===== src/rtl/clock_pkg.sv =====
// -----------------------------------------------------------------------------
// clock_pkg
// Shared types, constants and helper functions for the calendar date counter.
//   bcd_t        : one BCD byte (two nibbles, tens:units)
//   MON_JAN..DEC : BCD month codes
//   BCD_MAX_YEAR : last year of the century (99)
//   bcd_inc()    : BCD increment of a byte; 99 wraps to 00
//   is_leap()    : leap-year test on a two-digit BCD year (00 is leap)
// -----------------------------------------------------------------------------
package clock_pkg;

  typedef logic [7:0] bcd_t;

  localparam bcd_t MON_JAN = 8'h01;
  localparam bcd_t MON_FEB = 8'h02;
  localparam bcd_t MON_MAR = 8'h03;
  localparam bcd_t MON_APR = 8'h04;
  localparam bcd_t MON_MAY = 8'h05;
  localparam bcd_t MON_JUN = 8'h06;
  localparam bcd_t MON_JUL = 8'h07;
  localparam bcd_t MON_AUG = 8'h08;
  localparam bcd_t MON_SEP = 8'h09;
  localparam bcd_t MON_OCT = 8'h10;
  localparam bcd_t MON_NOV = 8'h11;
  localparam bcd_t MON_DEC = 8'h12;

  localparam bcd_t BCD_MAX_YEAR = 8'h99;

  // Units digit 9 carries into the tens digit; 99 wraps back to 00 so the
  // year field never produces a non-BCD tens nibble.
  function automatic bcd_t bcd_inc(input bcd_t v);
    bcd_t r;
    if (v == BCD_MAX_YEAR) begin
      r = 8'h00;
    end else if (v[3:0] == 4'd9) begin
      r = {v[7:4] + 4'd1, 4'd0};
    end else begin
      r = {v[7:4], v[3:0] + 4'd1};
    end
    return r;
  endfunction

  // Divisible-by-4 test done on the binary value tens*10+units.
  // Year 00 (2000) is leap.
  function automatic logic is_leap(input bcd_t y);
    logic [6:0] b;
    b = 7'(y[7:4]) * 7'd10 + 7'(y[3:0]);
    return (b[1:0] == 2'b00);
  endfunction

endpackage


===== src/rtl/calendar_date_if.sv =====
// -----------------------------------------------------------------------------
// calendar_date_if
// Bundles the date counter's pulse inputs and date outputs.
//   end_of_day   : rollover pulse from the time-of-day counter
//   inc_day      : manual set pulse, day +1 (wraps within the month)
//   inc_month    : manual set pulse, month +1 (wraps 12 -> 01)
//   inc_year     : manual set pulse, year +1 (wraps 99 -> 00)
//   day/month/year          : BCD date
//   end_of_month/end_of_year: one-cycle rollover pulses
// master: the pulse source / date consumer; slave: the date counter.
// -----------------------------------------------------------------------------
interface calendar_date_if import clock_pkg::*; ();

  logic end_of_day;
  logic inc_day;
  logic inc_month;
  logic inc_year;
  bcd_t day;
  bcd_t month;
  bcd_t year;
  logic end_of_month;
  logic end_of_year;

  modport master (
    output end_of_day, inc_day, inc_month, inc_year,
    input  day, month, year, end_of_month, end_of_year
  );

  modport slave (
    input  end_of_day, inc_day, inc_month, inc_year,
    output day, month, year, end_of_month, end_of_year
  );

endinterface


===== src/rtl/calendar_days_in_month.sv =====
// -----------------------------------------------------------------------------
// calendar_days_in_month
// Combinational lookup of the last day of a month.
//   month   (in)  : BCD month 01..12
//   year    (in)  : BCD year 00..99, only used for February
//   max_day (out) : BCD 28/29/30/31
// -----------------------------------------------------------------------------
module calendar_days_in_month import clock_pkg::*; (
  input  bcd_t month,
  input  bcd_t year,
  output bcd_t max_day
);

  always_comb begin
    max_day = 8'h31;
    case (month)
      MON_FEB: max_day = is_leap(year) ? 8'h29 : 8'h28;
      MON_APR,
      MON_JUN,
      MON_SEP,
      MON_NOV: max_day = 8'h30;
      default: max_day = 8'h31;
    endcase
  end

endmodule


===== src/rtl/calendar_date.sv =====
// -----------------------------------------------------------------------------
// calendar_date
// BCD day/month/year counter advanced by the time-of-day end_of_day pulse and
// by manual set pulses.
//   clk_100MHz (in) : system clock, rising edge
//   reset_n    (in) : asynchronous active-low reset, loads INIT_* date
//   cal        (slave modport of calendar_date_if) : pulses in, date out
// Priority when pulses coincide: end_of_day > inc_year > inc_month > inc_day;
// only the winner acts.
// -----------------------------------------------------------------------------
module calendar_date import clock_pkg::*; #(
  parameter bcd_t INIT_DAY   = 8'h01,
  parameter bcd_t INIT_MONTH = 8'h01,
  parameter bcd_t INIT_YEAR  = 8'h24
) (
  input logic            clk_100MHz,
  input logic            reset_n,
  calendar_date_if.slave cal
);

  bcd_t r_day;
  bcd_t r_month;
  bcd_t r_year;
  logic r_end_of_month;
  logic r_end_of_year;

  // One-hot action select after priority resolution.
  logic w_do_eod;
  logic w_do_year;
  logic w_do_month;
  logic w_do_day;

  bcd_t w_day_inc;
  bcd_t w_month_inc;
  bcd_t w_year_inc;

  bcd_t w_dim_month;
  bcd_t w_dim_year;
  bcd_t w_max_day;
  bcd_t w_clamped_day;

  assign w_do_eod   = cal.end_of_day;
  assign w_do_year  = !cal.end_of_day && cal.inc_year;
  assign w_do_month = !cal.end_of_day && !cal.inc_year && cal.inc_month;
  assign w_do_day   = !cal.end_of_day && !cal.inc_year && !cal.inc_month
                      && cal.inc_day;

  assign w_day_inc   = bcd_inc(r_day);
  assign w_month_inc = (r_month == MON_DEC) ? MON_JAN : bcd_inc(r_month);
  assign w_year_inc  = bcd_inc(r_year);

  // A single month-length lookup serves every path: the set pulses need the
  // length of the month they move into (for the clamp), while end_of_day and
  // inc_day need the current month's length. Only one action fires per cycle,
  // so the lookup inputs are simply steered by the winning action.
  assign w_dim_month = w_do_month ? w_month_inc : r_month;
  assign w_dim_year  = w_do_year  ? w_year_inc  : r_year;

  calendar_days_in_month u_days_in_month (
    .month   (w_dim_month),
    .year    (w_dim_year),
    .max_day (w_max_day)
  );

  // Valid BCD compares correctly as plain unsigned binary.
  assign w_clamped_day = (r_day > w_max_day) ? w_max_day : r_day;

  always_ff @(posedge clk_100MHz or negedge reset_n) begin
    if (!reset_n) begin
      r_day          <= INIT_DAY;
      r_month        <= INIT_MONTH;
      r_year         <= INIT_YEAR;
      r_end_of_month <= 1'b0;
      r_end_of_year  <= 1'b0;
    end else begin
      r_end_of_month <= 1'b0;
      r_end_of_year  <= 1'b0;
      if (w_do_eod) begin
        if (r_day != w_max_day) begin
          r_day <= w_day_inc;
        end else begin
          r_day          <= 8'h01;
          r_month        <= w_month_inc;
          r_end_of_month <= 1'b1;
          if (r_month == MON_DEC) begin
            r_year        <= w_year_inc;
            r_end_of_year <= 1'b1;
          end
        end
      end else if (w_do_year) begin
        r_year <= w_year_inc;
        r_day  <= w_clamped_day;
      end else if (w_do_month) begin
        r_month <= w_month_inc;
        r_day   <= w_clamped_day;
      end else if (w_do_day) begin
        r_day <= (r_day == w_max_day) ? 8'h01 : w_day_inc;
      end
    end
  end

  assign cal.day          = r_day;
  assign cal.month        = r_month;
  assign cal.year         = r_year;
  assign cal.end_of_month = r_end_of_month;
  assign cal.end_of_year  = r_end_of_year;

endmodule

===== src/flat_wrapper.sv =====
// flat-port wrapper written by rule: the top's interface ports become plain ports
module calendar_date_flat import clock_pkg::*;
#(
  parameter bcd_t INIT_DAY   = 8'h01,
  parameter bcd_t INIT_MONTH = 8'h01,
  parameter bcd_t INIT_YEAR  = 8'h24
)
  (clk_100MHz, reset_n, cal_end_of_day, cal_inc_day, cal_inc_month, cal_inc_year, cal_day, cal_month, cal_year, cal_end_of_month, cal_end_of_year);
  calendar_date_if cal_i ();
  input logic clk_100MHz;
  input logic reset_n;
  input wire logic [$bits(cal_i.end_of_day)-1:0] cal_end_of_day;
  input wire logic [$bits(cal_i.inc_day)-1:0] cal_inc_day;
  input wire logic [$bits(cal_i.inc_month)-1:0] cal_inc_month;
  input wire logic [$bits(cal_i.inc_year)-1:0] cal_inc_year;
  output wire logic [$bits(cal_i.day)-1:0] cal_day;
  output wire logic [$bits(cal_i.month)-1:0] cal_month;
  output wire logic [$bits(cal_i.year)-1:0] cal_year;
  output wire logic [$bits(cal_i.end_of_month)-1:0] cal_end_of_month;
  output wire logic [$bits(cal_i.end_of_year)-1:0] cal_end_of_year;
  assign cal_i.end_of_day = cal_end_of_day;
  assign cal_i.inc_day = cal_inc_day;
  assign cal_i.inc_month = cal_inc_month;
  assign cal_i.inc_year = cal_inc_year;
  assign cal_day = cal_i.day;
  assign cal_month = cal_i.month;
  assign cal_year = cal_i.year;
  assign cal_end_of_month = cal_i.end_of_month;
  assign cal_end_of_year = cal_i.end_of_year;
  calendar_date #(.INIT_DAY(INIT_DAY), .INIT_MONTH(INIT_MONTH), .INIT_YEAR(INIT_YEAR)) u_core (.clk_100MHz(clk_100MHz), .reset_n(reset_n), .cal(cal_i));
endmodule

===== config.mk =====
export PLATFORM = sky130hd
export DESIGN_NAME = calendar_date_flat
export DESIGN_NICKNAME = d
export VERILOG_FILES = /design/src/rtl/clock_pkg.sv /design/src/rtl/calendar_date_if.sv /design/src/rtl/calendar_days_in_month.sv /design/src/rtl/calendar_date.sv /design/src/flat_wrapper.sv
export SDC_FILE = /design/constraint.sdc
export NUM_CORES = 1
export LEC_CHECK = 0
export BUFFER_PORTS_ARGS = -buffer_cell sky130_fd_sc_hd__buf_2
export CORE_UTILIZATION = 55
export DETAILED_ROUTE_END_ITERATION = 6
export PLACE_DENSITY = 0.77
export RECOVER_POWER = 25
export SKIP_CTS_REPAIR_TIMING = 1
export SYNTH_ARGS = -nofsm -noshare
export SYNTH_HDL_FRONTEND = slang
export SYNTH_HIERARCHICAL = 1
export SYNTH_SLANG_ARGS = --single-unit
export TNS_END_PERCENT = 100

===== constraint.sdc =====
create_clock -name clk_100MHz -period 5.7 [get_ports clk_100MHz]
set_clock_uncertainty 0.15 [all_clocks]
set_input_delay 0.855 -clock clk_100MHz [delete_from_list [all_inputs] [get_ports clk_100MHz]]
set_output_delay 0.855 -clock clk_100MHz [all_outputs]
set_load 0.02 [all_outputs]

---- Word level (Yosys, flattened, before mapping) ----
Cells that the tools add are included.
word-level totals
  bits of input ports ..................... 6
  logic and storage cells ................. 73
  output and inout bits ................... 26
  register bits after elaboration ......... 26
operators by class
  order comparisons ....................... 1
  $mul .................................... 1
  reductions and logical operators ........ 13
  add/sub/neg operators ................... 7
  equal/unequal tests ..................... 17
  mux-type cells .......................... 29
operator list
  cell                                                   number
  2-to-1 mux 8 bit                                       22
  adder 4 x 1 -> 4 bit, second input constant            6
  equality test 8 bit, second input constant             3
  equality test 8 x 3 -> 1 bit, second input constant    2
  equality test 8 x 5 -> 1 bit, second input constant    2
  equality test 4 bit, second input constant             3
  case mux 5 bit (2 select lines)                        1
  equality test 8 x 2 -> 1 bit, second input constant    1
  equality test 8 x 4 -> 1 bit, second input constant    1
  equality test 8 x 6 -> 1 bit                           1
  greater-than comparator 8 x 6 -> 1 bit                 1
  inequality test 8 x 6 -> 1 bit                         1
  2-to-1 mux 1 bit                                       6
  logical AND 1 bit                                      5
  multiplier 4 x 3 -> 1 bit, second input constant       1
  inequality test 2 bit, second input constant           2
  AND reduction 2 bit                                    2
  nonzero test 4 bit                                     1
  OR reduction 4 bit                                     1
  logical NOT 1 bit                                      3
  adder 2 bit                                            1
  logical NOT 2 bit                                      1
  inequality test 2 x 1 -> 1 bit, second input constant  1

---- Depth between registers and ports, before layout ----
Gate-level depths: netlist of run 1.
  depth in word-level cells ............... 15
  gate-level depth with buffers ........... 18
  mapped depth without buffers ............ 17

---- Hierarchy ----
The synthesis of run 1 kept the hierarchy.
by module, submodules not included
  module                  instances  seq. area each (um2)  area each (um2)  cells an instance
  calendar_date           1          655.6                 2189.6           252
  calendar_days_in_month  1          0.0                   160.2            22

---- Worst setup path after synthesis of run 1 ----
OpenSTA, ideal clock, no wires.
  path kind ............................... input -> register
  start point ............................. input cal_end_of_day
  end point ............................... register u_core.r_year[6], in the netlist u_core/cal.year[6]
  arrival ................................. 4.106 ns
  library setup time ...................... 0.128 ns
  data required time ...................... 5.422 ns
  path buffers ............................ 2
  setup slack ............................. 1.317 ns
  cell stages on the path ................. 16
  path through ............................ buf_6 > or2_2 > or2_2 > clkbuf_1 > o21ai_0 > o21ai_0 > or3_4 > and2b_2 > and3_2 > inv_1 > ha_1 > nand4_1 > nor2_1 > a31oi_4 > nor2_1 > mux2_1
on the way
  elaborated cells on any way between the ends .. 22
  those cells by class .................... add/sub: 1; mul: 1; eq/ne: 8; mux: 5; reduce/logical: 7
RTL lines
  item                                                  line                          text
  start: declaration                                    flat_wrapper.sv:12            input wire logic [$bits(cal_i.end_of_day)-1:0] cal_end_of_day;
  logical NOT 1 bit *                                   calendar_date.sv:44           assign w_do_month = !cal.end_of_day && !cal.inc_year && cal.inc_month;
  logical AND 1 bit * (2 in series)                     calendar_date.sv:44
  2-to-1 mux 8 bit *                                    --
  via u_core.w_dim_month[6]                             calendar_date.sv:37           bcd_t w_dim_month;
  equality test 8 x 3 -> 1 bit (tied with other cells)  calendar_days_in_month.sv:16  case (month)
  OR reduction 4 bit                                    calendar_days_in_month.sv:16
  case mux 5 bit (2 select lines) *                     calendar_days_in_month.sv:16
  via u_core.w_max_day[3]                               calendar_date.sv:39           bcd_t w_max_day;
  inequality test 8 x 6 -> 1 bit *                      calendar_date.sv:79           if (r_day != w_max_day) begin
  inequality test 2 bit (no line) *                     --
  AND reduction 2 bit (no line) *                       --
  end signal: assignment                                calendar_date.sv:86           r_year <= w_year_inc;
  end signal: assignment                                calendar_date.sv:91           r_year <= w_year_inc;
  end: declaration                                      calendar_date.sv:23           bcd_t r_year;
The timed path passes the listed nets; every way through them passes the cells marked *.
A chain may end at the register's enable or synchronous reset.

---- Worst setup path after layout of run 1 ----
  start point ............................. input cal_inc_year
  end point ............................... register u_core.r_day[2], in the netlist u_core/cal.day[2]
on the way
  cells in the longest elaborated chain, start to end .. 13
  elaborated cells on any way between the ends .. 30
  those cells by class .................... add/sub: 1; mul: 1; order compare: 1; eq/ne: 7; mux: 11; reduce/logical: 9
RTL lines
  item                                                                            line                          text
  start: declaration                                                              flat_wrapper.sv:15            input wire logic [$bits(cal_i.inc_year)-1:0] cal_inc_year;
  logical NOT 1 bit *                                                             calendar_date.sv:44
  logical AND 1 bit * (2 in series)                                               calendar_date.sv:44
  2-to-1 mux 8 bit *                                                              --
  via u_core.w_dim_month[5]                                                       calendar_date.sv:37
  equality test 8 x 3 -> 1 bit (tied with other cells)                            calendar_days_in_month.sv:16
  OR reduction 4 bit                                                              calendar_days_in_month.sv:16
  case mux 5 bit (2 select lines) *                                               calendar_days_in_month.sv:16
  via u_core.w_max_day[3]                                                         calendar_date.sv:39
  branches (longest 5 deep; another with greater-than comparator 8 x 6 -> 1 bit)  --
  2-to-1 mux 8 bit *                                                              calendar_date.sv:78           if (w_do_eod) begin
  end signal: assignment                                                          calendar_date.sv:80           r_day <= w_day_inc;
  end signal: assignment                                                          calendar_date.sv:92           r_day <= w_clamped_day;
  end signal: assignment                                                          calendar_date.sv:97           r_day <= (r_day == w_max_day) ? 8'h01 : w_day_inc;
  end: declaration                                                                calendar_date.sv:21           bcd_t r_day;
Mark *: on every way through the listed nets, which the timed path passes. The select of a mux whose other input is x is not followed.

==> impl_metrics.env, run 1 <==
export IMPL_drt_wirelength_per_cell_um=14.52
export IMPL_reg2reg_from="u_core/cal.month[1]"
export IMPL_fp_row_count=22
export IMPL_design_final_nets=309
export IMPL_worst_r2r_endpoint="u_core/cal.day[2]"
export IMPL_worst_pin_slew_ns=1.380
export IMPL_numCtsBuffers=3
export IMPL_setup_repair_after_global_routing_missed_its_margin="no"
export IMPL_synth_cell_area_mm2=0.002271
export IMPL_die_x_um=66.26
export IMPL_die_area_mm2=0.004390
export IMPL_post_dp_cell_area_mm2=0.002395
export IMPL_via_count_of_the_first_global_routing_pass=1824
export IMPL_layout_cell_area_non_filler_mm2=0.002465
export IMPL_insertion_delay_ns=0.27
export IMPL_ys_warnings_count=6
export IMPL_setup_tns_ns=0
export IMPL_post_dp_hpwl_um=3567
export IMPL_tritoncts="yes"
export IMPL_syn2layout_area_growth_pct=8.540
export IMPL_placement_io_buffers=31
export IMPL_num_vias=1969
export IMPL_setup_worst_path_start_class="primary input"
export IMPL_clock_edge_transition_at_the_registers_on_the_reported_setup_and_hold_paths_ns=0.10
export IMPL_final_period_utilization_pct=80.40
export IMPL_hold_class="reg -> reg"
export IMPL_final_max_slew_viol_count=0
export IMPL_slew_headroom_pct=8.032
export IMPL_globalplace_congestion=0.8413
export IMPL_core_mm2=0.003799
export IMPL_critPathMaxFanout=7
export IMPL_power_static_leakage_nw=1.098
export IMPL_track_usage_pct=24.40
export IMPL_report_final_hold_viol_count=0
export IMPL_postSynthAreaPerCell_um2=8.701
export IMPL_peakVddDrop_mv=0.2626
export IMPL_antenna_found_initial=0
export IMPL_ff2ff_path_depth=15
export IMPL_worstHoldStart="u_core/cal.year[7]"
export IMPL_clock_tree_root_cell="clkbuf_8"
export IMPL_timing_reg2reg_setup_slack_ns=1.14
export IMPL_min_path_cells=1
export IMPL_tritoncts_num_sinks=26
export IMPL_timing_hold_ws_ns=0.3667
export IMPL_floorplan_initialDensity_pct=59.78
export IMPL_number_of_nets_still_failing_antenna_checks_after_routing=0
export IMPL_grt_first_pass_wirelength_um=8211
export IMPL_setup_viol=0
export IMPL_pin_count_of_the_biggest_net_entering_global_routing=27
export IMPL_place_worst_setup_slack_ns=0.9128
export IMPL_vias_per_cell=5.931
export IMPL_worstPathArrival_ns=4.64
export IMPL_worst_setup_path_type="in -> reg"
export IMPL_synthesis_instances=261
export IMPL_ioPinCount=32
export IMPL_drt_first_pass_iters=4
export IMPL_drc_errors=0
export IMPL_crit_path_end_kind="flop"
export IMPL_clock_path_buffers=2
export IMPL_gr_total_overflow=0
export IMPL_fin_ws_ns=1.117
export IMPL_dpl_cell_count=328
export IMPL_required_ns=5.76
export IMPL_die_h_um=66.26
export IMPL_finalNonFillerCells=332
export IMPL_iter_0_drt_violations=136
export IMPL_run_status="finished clean"
export IMPL_whs_endpoint="u_core/cal.year[7]"
export IMPL_finalCriticalPeriod_ns=4.583
export IMPL_reported_max_cap_violation_count=0
export IMPL_drive_above_1_share_pct=23.24
export IMPL_postRouteWirelength_um=4820
export IMPL_num_antenna_cells=0
export IMPL_powerDensity_mw_per_mm2=497.5
export IMPL_cts_htree_levels=1
export IMPL_max_freq_mhz=218.2
## through the flow
| stage | power (W) | util, % |
|---|---|---|
| finish | 0.001226 | 64.89 |
| global route | 0.001333 | 64.89 |
| CTS | 0.001226 | 64.92 |
| detailed placement | 0.001063 | 63.04 |
| global placement | 0.001048 | 63.04 |
| floorplan | 0.0009026 | - |
## worst max-delay path, cell delays in order
cell and delay (ns):
buf_2 0.14, or2_2 0.32, nor2_1 0.36, nand2_1 0.13, a22o_1 0.20, or3_4 0.41, and2b_2 0.24, and3_2 0.20
inv_1 0.05, ha_1 0.31, nand4_1 0.18, nor2_1 0.43, nor2_1 0.19, o31ai_4 0.40, a221o_1 0.22
## flip-flops by register name, indices dropped and copies added, names as in the netlist
signal	cells
u_core/cal.day	8
u_core/cal.month	8
u_core/cal.year	8
u_core/cal.end_of_month	1
u_core/cal.end_of_year	1
## final cells by class
type | count | area, um^2
well taps | 48 | 60.06
inverters | 18 | 67.56
clock buffers | 3 | 41.29
fillers | 343 | 1334
repair buffers | 31 | 153.9
clock inverters | 1 | 30.03
flip-flops and latches | 26 | 655.6
multi-input cells | 205 | 1456
## where the power goes
group	internal (W)	total [W]	switching, W
sequential	0.000265	0.000397	0.000132
combinational	0.000288	0.000674	0.000386
clock	0.0000940	0.000155	0.0000607
## layer usage
| layer | global-route usage, % | routed length [um] | vias up |
|---|---|---|---|
| met1 | 33.01 | 2458 | 934 |
| met4 | 6.915 | 30 | 0 |
| met2 | 39.41 | 2153 | 43 |
| li1 | - | - | 988 |
| met3 | 4.655 | 178 | 4 |
| met5 | 0 | 0 | - |
## layout by cell type, fill, tap and decap left out, drive strengths merged, types with 3 or more instances in the layout
| master | instances |
|---|---|
| nand2 | 29 |
| a221o | 6 |
| nand2b | 3 |
| ha | 18 |
| a31oi | 3 |
| nand3 | 7 |
| a21oi | 10 |
| o211ai | 3 |
| and2b | 3 |
| dfstp | 4 |
| nor3 | 7 |
| nand4 | 3 |
| o21ai | 19 |
| inv | 18 |
| conb | 5 |
| nor4 | 5 |
| nand4b | 3 |
| or3 | 4 |
| a22o | 6 |
| clkbuf | 4 |
| nor2b | 4 |
| o31ai | 5 |
| xnor2 | 6 |
| dfrtp | 22 |
| mux2 | 6 |
| buf | 30 |
| or2 | 5 |
| nor2 | 19 |
## worst max-delay path by stage
stage	start	endpoint
after floorplan	cal_end_of_day	u_core/cal.year[6]
after global placement	cal_end_of_day	u_core/cal.year[6]
after detailed placement	cal_end_of_day	u_core/cal.day[7]
after CTS	u_core/cal.month[1]	u_core/cal.day[1]
after global routing	u_core/cal.month[4]	u_core/cal.day[1]
final	cal_inc_year	u_core/cal.day[2]
No activity file was read; power rests on OpenSTA's default activity.
==> run 2: changes to the inputs <==
- ABC_AREA: not set -> 1
- PLACE_DENSITY: 0.77 -> 0.76
- clock period: 5.7 -> 4.6 ns (I/O delays scaled with it)
==> run 2 against run 1 <==
- final cell count rose by 29%
- register-to-register slack got worse by 0.24 ns
- sequential power rose by 17%
- critical endpoint is now u_core/cal.month[4]
==> impl_metrics.env, run 2 <==
export IMPL_run_status="finished clean"
export IMPL_setup_worst_path_start_class="flop"
export IMPL_drc_errors=0
export IMPL_pin_count_of_the_biggest_net_entering_global_routing=27
export IMPL_required_ns=4.62
export IMPL_final_max_slew_viol_count=0
export IMPL_worstHoldStart="u_core/cal.month[7]"
export IMPL_p_int_w=0.0007339
export IMPL_die_area_mm2=0.004646
export IMPL_path_delay_family="simple AND/OR/NAND/NOR gates"
export IMPL_drt_wirelength_per_cell_um=11.79
export IMPL_numCtsBuffers=3
export IMPL_num_fill_cells=403
export IMPL_postRouteWirelength_um=5058
export IMPL_worst_pin_slew_ns=1.451
export IMPL_slowest_stage="dfstp_2"
export IMPL_postSynthAreaPerCell_um2=6.898
export IMPL_iter_0_drt_violations=114
export IMPL_crit_path_end_kind="flop"
export IMPL_track_usage_pct=23.57
export IMPL_die_x_um=68.16
export IMPL_max_stage_delay_ns=0.61
export IMPL_synthesis_instances=349
export IMPL_max_freq_mhz=270.2
export IMPL_critical_path_n_buffers_inverters=8
export IMPL_clockPowerShare_pct=10.0
export IMPL_synth_cell_area_mm2=0.002407
export IMPL_number_of_nets_still_failing_antenna_checks_after_routing=0
export IMPL_tritoncts_num_sinks=26
export IMPL_antenna_found_initial=0
export IMPL_fp_row_count=23
export IMPL_most_common_layout_cells="nand2_1, inv_1, nor2_1"
export IMPL_ff2ff_path_depth=24
export IMPL_num_antenna_cells=0
export IMPL_whs_endpoint="u_core/cal.month[7]"
export IMPL_num_vias=2208
export IMPL_slew_headroom_pct=3.234
export IMPL_register_share_of_total_power_pct=30.2
export IMPL_worst_setup_path_type="reg -> reg"
export IMPL_die_h_um=68.16
export IMPL_core_mm2=0.004115
export IMPL_cell_repeated_most_along_the_worst_path="nand2_1"
export IMPL_timing_reg2reg_setup_slack_ns=0.90
export IMPL_comb_power_share_pct=59.7
export IMPL_worst_r2r_endpoint="u_core/cal.month[4]"
export IMPL_power_share_switching_pct=52.12
export IMPL_cts_htree_levels=1
export IMPL_min_path_cells=2
export IMPL_globalplace_congestion=0.8555
export IMPL_ys_warnings_count=6
export IMPL_setup_viol=0
export IMPL_gr_total_overflow=0
export IMPL_finalCoreUtilization_pct=63.79
export IMPL_floorplan_initialDensity_pct=58.50
export IMPL_clock_edge_transition_at_the_registers_on_the_reported_setup_and_hold_paths_ns=0.10
export IMPL_via_count_of_the_first_global_routing_pass=1898
export IMPL_grt_first_pass_wirelength_um=8293
export IMPL_setup_tns_ns=0
export IMPL_design_final_nets=404
export IMPL_peakVddDrop_mv=0.3169
export IMPL_reg2reg_from="u_core/cal.month[0]"
export IMPL_drt_first_pass_iters=4
export IMPL_tritoncts="yes"
export IMPL_netSwitchingPower_w=0.0007989
export IMPL_placement_io_buffers=31
export IMPL_syn2layout_area_growth_pct=9.044
export IMPL_clock_tree_root_cell="clkbuf_8"
export IMPL_worstPathArrival_ns=3.72
export IMPL_report_final_hold_viol_count=0
export IMPL_worstPathCellList="inv_1 > nor2_1 > nand3_2 > clkinv_1 > nand2_1 > xor2_1 > nand2_1 > o21ai_0 > nor2_1 > nand2_1 > inv_2 > nand4_2 > inv_1 > inv_1 > ha_1 > nand2_1 > inv_1 > nand4_4 > o21ai_2 > inv_2 > nor2_8 > inv_4 > nand2_1 > o21ai_2"
export IMPL_setup_repair_after_global_routing_missed_its_margin="no"
export IMPL_post_dp_cell_area_mm2=0.002571
export IMPL_drive_above_1_share_pct=19.53
export IMPL_hold_class="reg -> reg"
export IMPL_clock_path_buffers=2
export IMPL_layout_cell_area_non_filler_mm2=0.002625
export IMPL_ioPinCount=32
export IMPL_finalCriticalPeriod_ns=3.701
export IMPL_final_period_utilization_pct=80.46
export IMPL_powerDensity_mw_per_mm2=583.9
export IMPL_power_static_leakage_nw=1.366
export IMPL_vias_per_cell=5.147
export IMPL_critPathMaxFanout=15
export IMPL_insertion_delay_ns=0.27
export IMPL_reported_max_cap_violation_count=0
export IMPL_post_dp_hpwl_um=3844
export IMPL_final_common_cell="nand2_1"
==> run 2: layout make-up <==
class | count | area (um^2) | share of cell area [%]
multi-input combinational | 259 | 1474 | 56.15
inverter | 59 | 224.0 | 8.532
tap | 50 | 62.56 | 2.383
timing repair buffer | 31 | 153.9 | 5.863
sequential | 26 | 655.6 | 24.98
clock buffer | 4 | 55.05 | 2.097
==> run 2: through the flow <==
stage          cells  power [W]  hold WS [ns]  setup WS, ns
6_report         429   0.001533        0.4094        0.8990
5_1_grt          429   0.001693        0.4481        0.5766
4_1_cts          429   0.001540        0.2763        0.9046
3_5_place_dp     425   0.001379        0.3809        0.8925
3_3_place_gp     425   0.001360        0.3835         1.024
2_1_floorplan    352   0.001148        0.2444         1.336
==> run 2: worst min-delay path: stages, from the launching register on <==
cell and delay [ns]:
dfrtp_1 0.41, nand2_1 0.07, nand2_1 0.06
==> run 2: power groups by stage <==
| stage | clock [W] | combinational (W) | sequential, W |
|---|---|---|---|
| after floorplan | 0 | 0.000600 | 0.000548 |
| after global placement | 0 | 0.000894 | 0.000467 |
| after CTS | 0.000159 | 0.000916 | 0.000465 |
| after detailed placement | 0 | 0.000911 | 0.000468 |
| final | 0.000154 | 0.000915 | 0.000464 |
| after global routing | 0.000168 | 0.00104 | 0.000484 |
==> run 2: worst max path at each step <==
stage                                    from             endpoint  slack [ns]  depth (start not counted)
after floorplan           u_core/cal.month[0]  u_core/cal.month[4]        1.34                         24
after global placement         cal_end_of_day  u_core/cal.month[4]        1.02                         23
after detailed placement       cal_end_of_day  u_core/cal.month[4]        0.89                         23
after CTS                 u_core/cal.month[0]  u_core/cal.month[4]        0.90                         24
after global routing      u_core/cal.month[0]  u_core/cal.month[4]        0.58                         24
final                     u_core/cal.month[0]  u_core/cal.month[4]        0.90                         24
==> run 2: layer usage <==
| metal | part of all wire [%] | global-route usage (%) | routed length (um) |
|---|---|---|---|
| met5 | 0 | 0 | 0 |
| met4 | 0.53 | 7.031 | 27 |
| met2 | 48 | 41.05 | 2419 |
| met3 | 1.8 | 1.667 | 93 |
| met1 | 50 | 30.85 | 2517 |
==> run 3: changes to the inputs <==
- clock period: 4.6 -> 3.65 ns (I/O delays scaled with it)
==> run 3 against run 2 <==
- first-iteration DRC count increased by 77%
- sequential share of layout area fell by 1.4 points
- power is 33% higher
- via count grew 4.2%
- critical path type unchanged
- critical endpoint is now u_core/cal.month[6]
- flip-flop and latch count unchanged
- utilization up 3.7 points
- highest routed layer unchanged
==> impl_metrics.env, run 3 (synthesis results as in run 2) <==
export IMPL_report_final_hold_viol_count=0
export IMPL_dpl_cell_count=429
export IMPL_number_of_nets_still_failing_antenna_checks_after_routing=0
export IMPL_peakVddDrop_mv=0.4552
export IMPL_clock_path_buffers=2
export IMPL_p_int_w=0.0009696
export IMPL_final_max_slew_viol_count=0
export IMPL_power_share_switching_pct=52.52
export IMPL_timing_reg2reg_setup_slack_ns=0.20
export IMPL_clockPowerShare_pct=8.5
export IMPL_floorplan_initialDensity_pct=58.50
export IMPL_drt_wirelength_per_cell_um=12.38
export IMPL_globalRouteMet2Util_pct=40.20
export IMPL_insertion_delay_ns=0.28
export IMPL_min_path_cells=2
export IMPL_die_h_um=68.16
export IMPL_ioPinCount=32
export IMPL_pin_count_of_the_biggest_net_entering_global_routing=27
export IMPL_cts_htree_levels=1
export IMPL_finalNonFillerCells=441
export IMPL_iter_0_drt_violations=202
export IMPL_required_ns=3.67
export IMPL_drc_errors=0
export IMPL_most_crowded_layer_after_global_routing="met2"
export IMPL_finalCriticalPeriod_ns=3.453
export IMPL_drive_above_1_share_pct=25.06
export IMPL_final_common_cell="nand2_1"
export IMPL_final_period_utilization_pct=94.60
export IMPL_worstHoldStart="u_core/cal.month[7]"
export IMPL_die_area_mm2=0.004646
export IMPL_reported_max_cap_violation_count=0
export IMPL_hold_class="reg -> reg"
export IMPL_worstPathArrival_ns=3.48
export IMPL_antenna_found_initial=0
export IMPL_most_common_layout_cells="nand2_1, inv_1, nand3_1"
export IMPL_max_freq_mhz=289.6
export IMPL_vias_per_cell=5.215
export IMPL_slew_headroom_pct=3.206
export IMPL_power_static_leakage_nw=1.428
export IMPL_global_route_usage_met1_pct=32.76
export IMPL_drt_first_pass_iters=4
export IMPL_multi_input_area_mm2=0.001554
export IMPL_die_x_um=68.16
export IMPL_timing_hold_ws_ns=0.4009
export IMPL_gr_total_overflow=0
export IMPL_postRouteWirelength_um=5458
export IMPL_critPathMaxFanout=7
export IMPL_worst_pin_slew_ns=1.452
export IMPL_worst_r2r_endpoint="u_core/cal.month[6]"
export IMPL_grt_use_met3_pct=3.333
export IMPL_netSwitchingPower_w=0.001072
export IMPL_tritoncts_num_sinks=26
export IMPL_grt_first_pass_wirelength_um=8556
export IMPL_num_antenna_cells=0
export IMPL_comb_power_share_pct=63.1
export IMPL_register_share_of_total_power_pct=28.4
export IMPL_ff2ff_path_depth=24
export IMPL_fp_row_count=23
export IMPL_globalplace_congestion=0.8574
export IMPL_clock_edge_transition_at_the_registers_on_the_reported_setup_and_hold_paths_ns=0.10
export IMPL_tritoncts="yes"
export IMPL_design_final_nets=416
export IMPL_powerDensity_mw_per_mm2=735.2
export IMPL_num_fill_cells=350
export IMPL_startpoint="u_core/cal.month[0]"
export IMPL_whs_endpoint="u_core/cal.month[7]"
export IMPL_reg2reg_from="u_core/cal.month[0]"
export IMPL_num_vias=2300
export IMPL_core_mm2=0.004115
export IMPL_setup_worst_path_start_class="flop"
export IMPL_clock_tree_root_cell="clkbuf_8"
export IMPL_syn2layout_area_growth_pct=15.38
export IMPL_crit_path_end_kind="flop"
export IMPL_via_count_of_the_first_global_routing_pass=1969
export IMPL_placement_io_buffers=31
export IMPL_setup_viol=0
export IMPL_track_usage_pct=24.21
export IMPL_numCtsBuffers=3
export IMPL_run_status="finished clean"
export IMPL_final_seq_area_um2=655.6
export IMPL_post_dp_hpwl_um=3973
export IMPL_worst_setup_path_type="reg -> reg"
==> run 3: cell count changes in the layout (fill, tap and decap cells not counted), sizes merged <==
cell	before	now
buf	30	41
clkinv	1	0
inv	58	59
nand4	3	4
==> run 3: worst max-delay path by stage <==
stage                                      to  slack (ns)  cells after the start
after floorplan           u_core/cal.month[4]        0.39                     24
after global placement    u_core/cal.month[4]        0.16                     24
after detailed placement  u_core/cal.month[6]        0.07                     24
after CTS                 u_core/cal.month[6]        0.05                     24
after global routing      u_core/cal.month[6]       -0.02                     24
final                     u_core/cal.month[6]        0.20                     24
==> run 3: layer usage <==
metal | up-vias | share of wire [%]
met1 | 1057 | 48
met3 | 6 | 3.0
met4 | 0 | 0.97
li1 | 1186 | -
met5 | - | 0
met2 | 51 | 48
==> run 3: power groups by stage <==
| stage | Combinational, W | Sequential [W] | Clock [W] |
|---|---|---|---|
| after detailed placement | 0.00117 | 0.000584 | 0 |
| after global placement | 0.00115 | 0.000584 | 0 |
| final | 0.00129 | 0.000580 | 0.000173 |
| after global routing | 0.00145 | 0.000604 | 0.000190 |
| after CTS | 0.00118 | 0.000580 | 0.000180 |
| after floorplan | 0.000757 | 0.000690 | 0 |
==> run 3: through the flow <==
stage	TNS (ns)	total power (W)	setup WS, ns	utilization [%]	area [um^2]
finish	0	0.002042	0.1971	67.50	2778
global route	-0.05494	0.002243	-0.02152	67.50	2778
CTS	0	0.001940	0.05063	64.31	2646
detailed placement	0	0.001755	0.07036	63.21	2601
global placement	0	0.001733	0.1645	63.21	2601
floorplan	0	0.001447	0.3855	-	2419
==> run 3: cell type report <==
type,count,area share (%)
Sequential cell,26,23.60
Clock buffer,4,1.622
Tap cell,50,2.252
Timing Repair Buffer,42,8.514
Multi-Input combinational cell,260,55.95
Inverter,59,8.063
==> run 3: critical path: stages, from the launching register on <==
cell     delay (ns)
dfstp_2        0.57
inv_1          0.07
nor2_2         0.18
nand3_4        0.13
nor2_4         0.14
nand3_2        0.09
xor2_2         0.17
nand3_1        0.07
nand2_1        0.08
nor2_2         0.12
nand2_2        0.07
inv_2          0.06
nand4_2        0.07
inv_1          0.07
inv_1          0.07
ha_4           0.28
nand2_1        0.06
inv_2          0.09
nand4_4        0.15
o21ai_4        0.21
inv_2          0.08
nor2_8         0.16
inv_4          0.07
nand2_1        0.07
o21ai_2        0.06
